--- src/rtl/secded64_pkg.sv ---
// Shared SEC-DED (72,64) definitions: widths, H-matrix columns and check/parity helpers.
// Used by both the encoder pipeline and the matching decoder.
package secded64_pkg;

    localparam int DATA_W = 64;
    localparam int CHK_W  = 7;
    localparam int CODE_W = 72;

    // Column i is the (i+1)-th 7-bit value that is neither zero nor a power of two.
    localparam logic [CHK_W-1:0] H_COL [0:DATA_W-1] = '{
        7'd3,  7'd5,  7'd6,  7'd7,  7'd9,  7'd10, 7'd11, 7'd12,
        7'd13, 7'd14, 7'd15, 7'd17, 7'd18, 7'd19, 7'd20, 7'd21,
        7'd22, 7'd23, 7'd24, 7'd25, 7'd26, 7'd27, 7'd28, 7'd29,
        7'd30, 7'd31, 7'd33, 7'd34, 7'd35, 7'd36, 7'd37, 7'd38,
        7'd39, 7'd40, 7'd41, 7'd42, 7'd43, 7'd44, 7'd45, 7'd46,
        7'd47, 7'd48, 7'd49, 7'd50, 7'd51, 7'd52, 7'd53, 7'd54,
        7'd55, 7'd56, 7'd57, 7'd58, 7'd59, 7'd60, 7'd61, 7'd62,
        7'd63, 7'd65, 7'd66, 7'd67, 7'd68, 7'd69, 7'd70, 7'd71
    };

    // Payload held in the first pipeline stage.
    typedef struct packed {
        logic [CODE_W-1:0] inj;
        logic [CHK_W-1:0]  chk;
        logic [DATA_W-1:0] data;
    } s1_word_t;

    function automatic logic [CHK_W-1:0] secded64_chk(input logic [DATA_W-1:0] data);
        logic [CHK_W-1:0] chk_s;
        chk_s = {CHK_W{1'b0}};
        for (int j = 0; j < CHK_W; j++) begin
            for (int i = 0; i < DATA_W; i++) begin
                chk_s[j] = chk_s[j] ^ (data[i] & H_COL[i][j]);
            end
        end
        return chk_s;
    endfunction

    function automatic logic secded64_par(input logic [DATA_W-1:0] data,
                                          input logic [CHK_W-1:0]  chk);
        return ^{chk, data};
    endfunction

endpackage

--- src/rtl/sec_ded_enc64_pipe_if.sv ---
// Valid/ready bus of the SEC-DED encoder: data/mask in, codeword out.
interface sec_ded_enc64_pipe_if;
    import secded64_pkg::*;

    logic              in_valid;
    logic              in_ready;
    logic [DATA_W-1:0] in_data;
    logic [CODE_W-1:0] in_inj;
    logic              out_valid;
    logic              out_ready;
    logic [CODE_W-1:0] out_code;

    modport master (
        output in_valid, in_data, in_inj, out_ready,
        input  in_ready, out_valid, out_code
    );

    modport slave (
        input  in_valid, in_data, in_inj, out_ready,
        output in_ready, out_valid, out_code
    );

endinterface

--- src/rtl/secded64_pstage.sv ---
// Generic valid/ready pipeline register; ready is combinational from downstream,
// so a full stage can be refilled in the same cycle it is drained.
module secded64_pstage #(
    parameter int W = 8
) (
    input  logic         clk,
    input  logic         rst,
    input  logic         in_valid,
    output logic         in_ready,
    input  logic [W-1:0] in_data,
    output logic         out_valid,
    input  logic         out_ready,
    output logic [W-1:0] out_data
);

    logic         v_r;
    logic [W-1:0] data_r;
    logic         rdy_s;
    logic         load_s;

    // Accept when empty or when the held word leaves this cycle.
    always_comb begin
        rdy_s  = !v_r || out_ready;
        load_s = in_valid && rdy_s;
    end

    // Stage valid flag and payload register.
    always_ff @(posedge clk) begin
        if (rst) begin
            v_r    <= 1'b0;
            data_r <= {W{1'b0}};
        end else if (load_s) begin
            v_r    <= 1'b1;
            data_r <= in_data;
        end else if (out_ready) begin
            v_r    <= 1'b0;
            data_r <= data_r;
        end else begin
            v_r    <= v_r;
            data_r <= data_r;
        end
    end

    assign in_ready  = rdy_s;
    assign out_valid = v_r;
    assign out_data  = data_r;

endmodule

--- src/rtl/sec_ded_enc64_pipe.sv ---
// Two-stage SEC-DED (72,64) encoder: S1 holds data, check bits and mask; S2 holds the
// finished, optionally fault-injected codeword. Also counts delivered codewords.
module sec_ded_enc64_pipe
    import secded64_pkg::*;
#(
    parameter int CNT_W = 32
) (
    input  logic                 clk,
    input  logic                 rst,
    sec_ded_enc64_pipe_if.slave  bus,
    output logic [CNT_W-1:0]     word_cnt
);

    localparam int S1_W = $bits(s1_word_t);

    s1_word_t          s1_in_s;
    s1_word_t          s1_out_s;
    logic              s1_rdy_s;
    logic              s1_v_s;
    logic              s2_rdy_s;
    logic              s2_v_s;
    logic              par_s;
    logic [CODE_W-1:0] code_s;
    logic [CODE_W-1:0] s2_code_s;
    logic [CNT_W-1:0]  cnt_r;

    // Check bits are formed before S1 so S2 only has parity and masking left.
    always_comb begin
        s1_in_s.inj  = bus.in_inj;
        s1_in_s.chk  = secded64_chk(bus.in_data);
        s1_in_s.data = bus.in_data;
    end

    // Overall parity over the clean word, then the mask flips the requested bits.
    always_comb begin
        par_s  = secded64_par(s1_out_s.data, s1_out_s.chk);
        code_s = {par_s, s1_out_s.chk, s1_out_s.data} ^ s1_out_s.inj;
    end

    secded64_pstage #(.W(S1_W)) u_s1 (
        .clk       (clk),
        .rst       (rst),
        .in_valid  (bus.in_valid),
        .in_ready  (s1_rdy_s),
        .in_data   (s1_in_s),
        .out_valid (s1_v_s),
        .out_ready (s2_rdy_s),
        .out_data  (s1_out_s)
    );

    secded64_pstage #(.W(CODE_W)) u_s2 (
        .clk       (clk),
        .rst       (rst),
        .in_valid  (s1_v_s),
        .in_ready  (s2_rdy_s),
        .in_data   (code_s),
        .out_valid (s2_v_s),
        .out_ready (bus.out_ready),
        .out_data  (s2_code_s)
    );

    // Delivered-codeword counter, wraps silently.
    always_ff @(posedge clk) begin
        if (rst) begin
            cnt_r <= {CNT_W{1'b0}};
        end else if (s2_v_s && bus.out_ready) begin
            cnt_r <= cnt_r + {{(CNT_W-1){1'b0}}, 1'b1};
        end else begin
            cnt_r <= cnt_r;
        end
    end

    assign bus.in_ready  = s1_rdy_s;
    assign bus.out_valid = s2_v_s;
    assign bus.out_code  = s2_code_s;
    assign word_cnt      = cnt_r;

endmodule

--- src/flat_wrapper.sv ---
// flat-port wrapper written by rule: the top's interface ports become plain ports
module sec_ded_enc64_pipe_flat import secded64_pkg::*;
#(
    parameter int CNT_W = 32
)
  (clk, rst, word_cnt, bus_in_valid, bus_in_data, bus_in_inj, bus_out_ready, bus_in_ready, bus_out_valid, bus_out_code);
  sec_ded_enc64_pipe_if bus_i ();
  input  logic clk;
  input  logic rst;
  output logic [CNT_W-1:0] word_cnt;
  input wire logic [$bits(bus_i.in_valid)-1:0] bus_in_valid;
  input wire logic [$bits(bus_i.in_data)-1:0] bus_in_data;
  input wire logic [$bits(bus_i.in_inj)-1:0] bus_in_inj;
  input wire logic [$bits(bus_i.out_ready)-1:0] bus_out_ready;
  output wire logic [$bits(bus_i.in_ready)-1:0] bus_in_ready;
  output wire logic [$bits(bus_i.out_valid)-1:0] bus_out_valid;
  output wire logic [$bits(bus_i.out_code)-1:0] bus_out_code;
  assign bus_i.in_valid = bus_in_valid;
  assign bus_i.in_data = bus_in_data;
  assign bus_i.in_inj = bus_in_inj;
  assign bus_i.out_ready = bus_out_ready;
  assign bus_in_ready = bus_i.in_ready;
  assign bus_out_valid = bus_i.out_valid;
  assign bus_out_code = bus_i.out_code;
  sec_ded_enc64_pipe #(.CNT_W(CNT_W)) u_core (.clk(clk), .rst(rst), .bus(bus_i), .word_cnt(word_cnt));
endmodule
--- config.mk ---
export PLATFORM = sky130hd
export DESIGN_NAME = sec_ded_enc64_pipe_flat
export DESIGN_NICKNAME = d
export VERILOG_FILES = /design/src/rtl/secded64_pkg.sv /design/src/rtl/sec_ded_enc64_pipe_if.sv /design/src/rtl/secded64_pstage.sv /design/src/rtl/sec_ded_enc64_pipe.sv /design/src/flat_wrapper.sv
export SDC_FILE = /design/constraint.sdc
export NUM_CORES = 1
export LEC_CHECK = 0
export ABC_CLOCK_PERIOD_IN_PS = 2000
export BUFFER_PORTS_ARGS = -buffer_cell sky130_fd_sc_hd__buf_2
export CAP_MARGIN = 15
export CORE_AREA = 2 2 131 197
export CTS_CLUSTER_DIAMETER = 200
export DETAILED_ROUTE_END_ITERATION = 10
export DIE_AREA = 0 0 133 199
export GPL_ROUTABILITY_DRIVEN = 0
export PLACE_DENSITY = 0.83
export SYNTH_ARGS = -nofsm -noshare
export SYNTH_HDL_FRONTEND = slang
export SYNTH_HIERARCHICAL = 1
export SYNTH_SLANG_ARGS = --single-unit
--- constraint.sdc ---
create_clock -name clk -period 2 [get_ports clk]
set_input_delay 0.2 -clock clk [delete_from_list [all_inputs] [get_ports clk]]
set_output_delay 0.2 -clock clk [all_outputs]
set_load 0.005 [all_outputs]
Yosys cells after proc, flatten, opt, wreduce, memory -nomap -nowiden --
Index checks and enable logic that the tools add are counted.
Word-level totals: register bits after elaboration 249, bits in latches 0, RAM bits 0, bits in read-only memories 0, bits of input ports 140, output and inout port bits 106, word-level logic and storage cells 219, memories kept 0
Cells by class: $add $sub $neg 1, multipliers 0, divide/modulo/power cells 0, $lt $le $gt $ge 0, eq/ne operators 0, shifts and indexed selects 0, multiplexer cells 4, bitwise gates (word level) 199, reductions and logical operators 10
Operators by type and width (number):
- $xor A1 B1 Y1 | 198
- $xor A72 B72 Y72 | 1
- $reduce_xor A71 Y1 | 1
- $add A32 B1 Y32 const B | 1
- $mux W1 | 4
- $reduce_bool A2 Y1 | 2
- $logic_and A1 B1 Y1 | 3
- $logic_not A1 Y1 | 2
- $logic_or A1 B1 Y1 | 2

Depth between registers and ports, before layout --
word-level depth 34, gate-level depth with buffers 9

By module --
The synthesis kept the hierarchy.
By module, submodules not included:
- secded64_pstage at u_core.u_s1 | instances 1, cells an instance 656, area an instance 6190.9 um^2, sequential area each 2882.8 um^2
- sec_ded_enc64_pipe | instances 1, cells an instance 421, area an instance 3842.4 um^2, sequential area each 640.6 um^2
- secded64_pstage at u_core.u_s2 | instances 1, cells an instance 332, area an instance 3413.3 um^2, sequential area each 1461.4 um^2

Least setup slack after synthesis --
OpenSTA, ideal clock, no wires.
path kind register to register, start point register u_core.cnt_r[0], in the netlist u_core/word_cnt[0], end point register u_core.cnt_r[30], in the netlist u_core/word_cnt[30], library setup time 128 ps, arrival time 1666 ps, data required time 1872 ps, slack 206 ps, cell stages (with the launch flop) 8, buffers on the path 0, clock period less this slack 1794 ps, cells stage by stage dfxtp_1 -> ha_1 -> nand4_1 -> nor4_4 -> and4_4 -> nand2b_1 -> xnor2_1 -> nor2_1
On the way: word-level cells in the longest chain between the ends 1
Ends and longest elaborated chain:
- from (decl) | line sec_ded_enc64_pipe.sv:25 | logic [CNT_W-1:0] cnt_r;
- from (signal assigned) | line sec_ded_enc64_pipe.sv:65 | cnt_r <= {CNT_W{1'b0}};
- from (signal assigned) | line sec_ded_enc64_pipe.sv:67 | cnt_r <= cnt_r + {{(CNT_W-1){1'b0}}, 1'b1};
- from (signal assigned) | line sec_ded_enc64_pipe.sv:69 | cnt_r <= cnt_r;
- $add A32 B1 Y32 | line sec_ded_enc64_pipe.sv:67
Every way passes these cells. A chain may end at the register's enable or synchronous reset.

Final worst setup path --
start point register u_core.u_s1.data_r[42], in the netlist u_core/u_s1/out_data[42], end point register u_core.u_s2.data_r[71], in the netlist u_core/u_s2/out_data[71]
On the way: word-level cells in the longest chain between the ends 2
Ends and longest elaborated chain:
- from (decl) | line secded64_pstage.sv:17 | logic [W-1:0] data_r;
- from (signal assigned) | line secded64_pstage.sv:31 | data_r <= {W{1'b0}};
- from (signal assigned) | line secded64_pstage.sv:34 | data_r <= in_data;
- from (signal assigned) | line secded64_pstage.sv:37 | data_r <= data_r;
- $reduce_xor A71 Y1 | line secded64_pkg.sv:41 | return ^{chk, data};
- $xor A72 B72 Y72 | line sec_ded_enc64_pipe.sv:37 | code_s = {par_s, s1_out_s.chk, s1_out_s.data} ^ s1_out_s.inj;
- named net u_core.code_s[71] | line sec_ded_enc64_pipe.sv:23 | logic [CODE_W-1:0] code_s;
- to (signal assigned) | line secded64_pstage.sv:31
- to (signal assigned) | line secded64_pstage.sv:34
- to (signal assigned) | line secded64_pstage.sv:37
- to (decl) | line secded64_pstage.sv:17
The timed path passes the listed nets, and every way through them passes these cells.

==> results.md <==
- Outcome: finished with violations
- Failing checks: negative setup slack
- Total CTS buffers: 25
- Worst rel slew slack: between 50% and 60%
- R2R depth: 8
- Wirelength per Cell: 18.9 um
- Area occupied by multi-input gates: approximately 0.0079 mm^2
- Initial core utilization: between 50% and 60%
- Storage element area: 0.00499 mm^2
- Syn Inst Count: about 1400
- Largest net degree at the start of global routing: slightly above 90
- Total power: approximately 0.014 W
- Leading area contributor after synthesis: dfxtp_1
- Seq/Total Area, Yosys: around 37%
- Die W: about 130 um
- Commonest non-fill, non-tap cell in the layout: dfxtp_1
- WHS Path Cells: 3
- Nets: ~1900
- Initial antenna violation count: 5
- Post-synth EDFFs: 0
- Slack of the critical path: -21.3 ps
- CTS tree: yes
- GRT Overall Usage: between 20% and 30%
- Yosys warns: 6
- Leakage: ~7.3 nW
- # fillers: approximately 1800
- Gr ovfl total: 0
- Synth Flop Type: dfxtp_1
- Critical path's slowest cell: xnor3_1
- Sink Count: 249
- Area grow syn2layout: 28.8%
- Achievable Freq: between 400 and 500 MHz
- Final Slew Violations: 0
- Core Area: ~0.025 mm^2
- Post-Syn Nets: 1550
- Commonest cells after routing, fill and taps aside: 244 x dfxtp_1, 243 x buf_2, 227 x nand3_1, 156 x a21oi_1
- Vias: 11792
- Num rows: between 70 and 80
- Post-synth cell types: 33
- Ys async rst share: 0%
- Clock Latency Late Sink: approximately 520 ps
- Post-Syn Area: between 0.01 and 0.015 mm^2
- Hold Fails Final Rpt: 0
- Layout cell share with drive strength beyond 1: a little under a third
- Syn_area_per_cell: around 9.5 um^2
- Cell chain of the critical path: xor2_2 > xnor2_2 > xnor2_2 > xnor2_2 > xnor3_1 > xnor2_1 > nand3_1 > a21oi_2
- RSZ-0062 raised after global routing: true
- Pwr Density: 815 mW/mm^2
- Worst VDD drop: roughly 700 uV
- Worst Skew: roughly 16 ps
- Arr. time, crit path: about 2500 ps
- Worst slack, placed: -47.5 ps
- TritonRoute pass-1 iters: 5
- Area contributors post-synth: dfxtp_1 37%, a21bo_1 10%, xnor2_1 10%
- Max_cap viols: 0
- CTS max path bufs: 3
- DR vias/cell: 5.63
- Worst Setup End Kind: flop
- Post-DRT Antenna Nets: 0
- HPWL after detailed placement: 24000 um
- CP dominant cell by count: xnor2_2
- Post-Route WL: roughly 40000 um
- # setup viols final: 1
- I/O pin count: around 250
- # DRC: 0
- Register bit total from synthesis: between 200 and 250
- Type of the tightest min-delay check: in -> reg
- H-tree depth: 1
- First-pass GRT wire length: slightly above 60000 um
- Critical path type: reg -> reg
- Number of port buffers: 245
- Vias in the first global route: between 10000 and 15000
- Worst EP required: approximately 2500 ps
- Slowest cell delay on critical path: 420 ps
- Worst-path fanout max: 2
- Die ar.: 0.0265 mm^2
- Die Ht: just under 200 um
- Clock slew at reported path FFs: around 70 ps
- Synth top area share: 37.1%
- Initial drt markers: 818
- CTS Root Cell: clkbuf_16
- Worst-margin pin slew: approximately 630 ps
- Startpoint Class: flop
- Tmin final: 2020 ps
- Fin crit share: 101%
[state kept, by name, summed over array words and instances (netlist names)]
signal and count:
u_core/u_s1/out_data 143, u_core/u_s1/out_valid 1, u_core/word_cnt 32, u_core/u_s2/out_data 72, u_core/u_s2/out_valid 1
[kinds of logic (layout without fill, tap and decap cells)]
| group | Yosys count | in the layout | share of synthesized area [%] |
|---|---|---|---|
| AO/OA/AOI/OAI | 443 | 443 | 26.3 |
| AND/OR/NAND/NOR | 298 | 298 | 11.8 |
| XOR/XNOR | 289 | 289 | 19.5 |
| flip-flops | 249 | 249 | 37.1 |
| buffers and inverters | 129 | 481 | 5.18 |
| adder cells (fa/ha/maj) | 1 | 1 | 0.0930 |
| other | 0 | 4 | 0 |
[critical path, delay by kind of cell, from the launching register on]
kind,cells,cell delay [ps]
flops,1,350
simple gates,1,90
compound gates,1,150
xor+xnor,6,1360
[metal layers]
metal	track usage, %	wire length (um)
met5	0	13
met4	11.2	1510
met3	4.46	2370
met2	51.9	20300
met1	33.1	15300
[per-stage QoR]
stage	instance area, um^2	util (%)	hold slack, ps	setup TNS, ps	instances
finish	17300	69.9	22.6	-21.3	2093
global route	17300	69.9	10.9	-120	2093
detailed placement	15000	60.6	460	-47.5	1915
floorplan	13400	-	269	0	1409
global placement	15000	60.6	457	-3.21	1915
CTS	17200	69.4	1.55	0	2087
[timing repair]
| item | 4_1_cts | 5_1_grt |
|---|---|---|
| endpoints found under the setup margin | 2 | 4 |
| buffers inserted | 0 | 2 |
| pin swaps | 7 | 10 |
| hold buffers | 127 | 0 |
| resized for setup | 9 | 15 |
| hold endpoints to repair | 127 | 0 |
[layout make-up]
type                       instances  share of cell area [%]
antenna                            4                  0.0578
inverter                           6                   0.130
clock buffer                      32                    4.11
timing repair buffer             430                    18.1
tap                              328                    2.37
multi-input combinational       1031                    45.5
sequential                       249                    28.8
clock inverter                    13                   0.917
[Yosys cell counts (2+ instances only)]
library cell  number
dfxtp_1          249
nand2_1           14
buf_2             47
clkbuf_1          51
and4_1             3
xnor2_2           10
a21oi_1          157
inv_1              6
nor3_2             2
nor4_4             2
a21bo_2           74
nand3_1          227
buf_1              2
nor2_1            30
nand2b_4           2
buf_6             18
nand4_2            2
xor2_1           123
buf_4              5
and3_1             4
nand3_4            2
or3_1              5
o21ai_0            5
xnor2_1          155
a21oi_2           66
a21bo_1          141
[path summary, 6_finish.rpt]
| path | endpoint | from | slack (ps) |
|---|---|---|---|
| worst min register to register | u_core/word_cnt[27] | u_core/word_cnt[27] | 510 |
| worst min-delay path | u_core/u_s1/out_data[50] | bus_in_data[50] | 20 |
| worst max register to register | u_core/u_s2/out_data[71] | u_core/u_s1/out_data[42] | -20 |
| worst max-delay path | u_core/u_s2/out_data[71] | u_core/u_s1/out_data[42] | -20 |
[where the power goes]
part | switching (W) | internal (W)
Clock | 0.00204 | 0.00291
Combinational | 0.00172 | 0.00195
Sequential | 0.000239 | 0.00525
Total | 0.00400 | 0.0101
(Power assumes the default switching activity.)
